$ cat src/rtl/req_encoder_4x2.sv
// Sequential 4-to-2 request encoder: sticky request capture with a valid/ready grant output.
// Round-robin arbitration by default; define FIXED_PRIO_EN for lowest-index-wins priority.
module req_encoder_4x2 #(
  parameter int N_REQ = 4,
  parameter int IDX_W = 2
) (
  input  logic             clk,
  input  logic             rst,
  input  logic             en,
  input  logic [N_REQ-1:0] req,
  output logic [IDX_W-1:0] idx,
  output logic             valid,
  input  logic             ready,
  output logic [N_REQ-1:0] pending,
  output logic             dup
);

  logic             slot_free;
  logic             found;
  logic             grant;
  logic [IDX_W-1:0] sel;
  logic [IDX_W-1:0] cand;
  logic [N_REQ-1:0] grant_clear;
  logic [N_REQ-1:0] req_cap;
  logic [N_REQ-1:0] pending_next;
  logic             dup_next;

`ifndef FIXED_PRIO_EN
  logic [IDX_W-1:0] ptr;
`endif

  assign slot_free = !valid || ready;

  always_comb begin
    sel   = '0;
    cand  = '0;
    found = 1'b0;
    for (int unsigned i = 0; i < N_REQ; i++) begin
`ifdef FIXED_PRIO_EN
      cand = IDX_W'(i);
`else
      // Index arithmetic wraps naturally because N_REQ == 2**IDX_W.
      cand = ptr + IDX_W'(i);
`endif
      if (!found && pending[cand]) begin
        sel   = cand;
        found = 1'b1;
      end
    end
  end

  always_comb begin
    grant        = slot_free && found;
    grant_clear  = grant ? (N_REQ'(1) << sel) : '0;
    req_cap      = en ? req : '0;
    // A bit granted and re-requested at the same edge stays pending and is not a dup.
    pending_next = (pending & ~grant_clear) | req_cap;
    dup_next     = |(req_cap & pending & ~grant_clear);
  end

  always_ff @(posedge clk) begin
    if (rst) begin
      pending <= '0;
      idx     <= '0;
      valid   <= 1'b0;
      dup     <= 1'b0;
`ifndef FIXED_PRIO_EN
      ptr     <= '0;
`endif
    end else begin
      pending <= pending_next;
      dup     <= dup_next;
      if (grant) begin
        idx   <= sel;
        valid <= 1'b1;
`ifndef FIXED_PRIO_EN
        ptr   <= sel + 1'b1;
`endif
      end else if (slot_free) begin
        valid <= 1'b0;
      end
    end
  end

endmodule

$ cat config.mk
export PLATFORM = sky130hd
export DESIGN_NAME = req_encoder_4x2
export DESIGN_NICKNAME = d
export VERILOG_FILES = /design/src/rtl/req_encoder_4x2.sv
export SDC_FILE = /design/constraint.sdc
export NUM_CORES = 1
export LEC_CHECK = 0
export CAP_MARGIN = 20
export CORE_UTILIZATION = 38
export DETAILED_ROUTE_END_ITERATION = 16
export PLACE_DENSITY = 0.8
export SLEW_MARGIN = 5
export SYNTH_ARGS = -nofsm -noshare
export SYNTH_HDL_FRONTEND = slang
export SYNTH_SLANG_ARGS = --single-unit
$ cat constraint.sdc
create_clock -name clk -period 1.3 [get_ports clk]
set_input_delay 0.26 -clock clk [delete_from_list [all_inputs] [get_ports clk]]
set_output_delay 0.26 -clock clk [all_outputs]
set_load 0.05 [all_outputs]
==> key figures <==
Placed design
  – Cell Area, Placed: 927 sq um
  – Inst Count DP: 106
  – IO Port Bufs: 15
  – Post-DP HPWL: 1170 microns
  – Routability cong.: 0.813

Setup path
  – Data required, critical path: 1480 ps
  – Startpoint Class: register
  – Crit Path Class: register to register
  – Critical path arrival: 1740 ps
  – Crit. End Element: register
  – CP Max Fanout: 6

Synth
  – Post-synth top cells: 10 x dfxtp_1, 8 x a21oi_1, 6 x nand2_1, 4 x nor2_1, 3 x nand3_1
  – Cell variety after synth: 27
  – Synthesized area: 503 sq um
  – Syn. warnings: 0
  – Syn Area/Cell: 8.53 sq um
  – FFs w/ async S/R, synth: 0%
  – Synth Instances: 59
  – Synth top area share: 39.8%
  – Sequential share of the synthesized area: 39.8%
  – Flops & latches, synth: 10
  – Most used flip-flop cell after synthesis: dfxtp_1
  – Synth Net Count: 67
  – Synth area leaders: dfxtp_1 40%, a21oi_1 8.0%, nand2_1 4.5%
  – Most numerous cell in the Yosys netlist: dfxtp_1
  – Post-synth EDFFs: 0
  – Largest area contributor in the netlist: dfxtp_1

Routing
  – First DRT Iteration DRCs: 25
  – Post-DRT Antenna Nets: 0
  – Drt pass-1 iters: 4
  – DRC viols: 0
  – Detailed Route WL: 2560 microns
  – Vias: 723
  – Drt via density: 6.34
  – WL/cell: 22.4 microns

Global routing
  – Pin count of the biggest net entering global routing: 10
  – GR Overflow Total: 0
  – First-pass GRT wire length: 2510 microns
  – GRT Total Usage: 25.4%
  – Initial antenna violation count: 0
  – Vias in the first global route: 608

Timing
  – Max Freq: 639 MHz
  – Slew HR: 77.9%
  – Period utilization: 120%
  – Worst-Margin Slew: 331 ps
  – Hold WS: 541 ps
  – Slew Limit Fails: 0
  – TNS Setup: -1020 ps
  – Endpoints failing hold: 0
  – RSZ-0062 raised after global routing: yes
  – Post-route minimum period: 1570 ps
  – Fin worst setup slack: -265 ps
  – Final count of negative-setup-slack endpoints: 9
  – Setup Skew: 3.68 ps

Pwr
  – Worst vdd ir: 1290 uV
  – Pwr Total: 1440 uW
  – Pwr Density: 1260 mW/mm^2
  – Leakage: 0.000455 uW

Layout
  – Nets: 109
  – Final Non-Filler Cells: 114
  – Syn-to-layout area delta: 127%
  – Antenna Cells: 0
  – Ratio of cells with drive above 1 in the final layout: 67.0%
  – Fillers: 17
  – Post-route cell area: 0.00114 sq mm

Status
  – Failing checks: negative setup slack
  – Outcome: finished, violations left

Job
  – Max_cap viols: 0

Floorplan
  – Die area: 0.00147 sq mm
  – Chip Height: 38.4 microns
  – Initial core utilization: 42.9%
  – Rows: 12
  – I/O pins: 16
  – DIE WIDTH: 38.4 microns
  – Core Region: 0.00117 sq mm

Clock tree
  – # hold bufs at CTS: 0
  – Clk root buf: clkbuf_4
  – TritonCTS buffer count: 3
  – CTS H-Tree Depth: 1
  – Clock-pin slew on the worst setup and hold paths: 70 ps
  – TritonCTS clock tree: built
  – Clock Sinks: 10
  – Clk_lat worst skew: 270 ps
  – Max Buffers Root-to-Sink: 2

Min path
  – HP Class: register to register
worst max-delay path, cell delays in order (launching register included):
cell and delay [ps]:
dfxtp_4 400, nand2b_4 160, a21oi_4 40, o32ai_4 320, o21ai_2 130, o32a_1 330, o31ai_2 80
worst paths after layout:
path,start,end,slack [ps],cells past startpoint
max,pending[1],dup,-270,6
min,idx[0],idx[0],540,2
max reg2reg,pending[1],dup,-270,6
min reg2reg,idx[0],idx[0],540,2
sequential cells by signal, summed over array words and instances (netlist names):
name,flops
ptr,2
pending,4
valid,1
idx,2
dup,1
metal layers:
metal  up-vias  wire, microns  track usage (%)
met5         -              0                0
met4         0            157             10.3
met3        18            216             4.65
met2        62           1300             47.9
met1       337            885             27.3
li1        306              -                -
area by class of cell:
cell class	instances	area (sq um)	area share [%]
inverter	2	7.51	0.656
timing repair buffer	38	414	36.2
tap	14	17.5	1.53
clock buffer	4	26.3	2.30
sequential	10	216	18.9
multi-input combinational	46	462	40.4
placed cells by master, fill, tap and decap left out, types with 2 or more instances in the layout:
cell type        count
clkdlybuf4s50_1      7
nor2b_4              2
buf_6                3
o21ai_2              2
buf_12               8
dfxtp_4              4
nand2_1              4
buf_4               20
nand3_2              2
clkbuf_4             3
o32a_1               2
nand2_2              2
nor2_1               4
a21oi_4              3
inv_1                2
a21oi_2              3
a21oi_1              3
dfxtp_1              5
through the flow:
stage          worst slack, ps  utilization [%]
2_1_floorplan             -170                -
3_3_place_gp              -324             79.2
3_5_place_dp              -345             79.2
4_1_cts                   -142             86.1
5_1_grt                   -309             97.6
6_report                  -265             97.6
logic make-up after synthesis:
logic type | count (synthesis) | synth area share [%]
AO/OA/AOI/OAI | 22 | 30.8
XOR/XNOR | 1 | 1.74
buffers and inverters | 3 | 2.24
flip-flops | 10 | 39.8
AND/OR/NAND/NOR | 23 | 25.4
report_power, final:
part,switching (uW),internal [uW],leakage (uW)
logic,395,407,0.000355
clock network,111,119,0.0000150
registers,64.8,347,0.0000856
repair_timing:
item | in CTS | in global routing
endpoints found under the setup margin | 7 | 8
gates resized for setup | 7 | 25
pin swaps | 1 | 11
buffers inserted | 2 | 4
(Power assumes the default switching activity.)
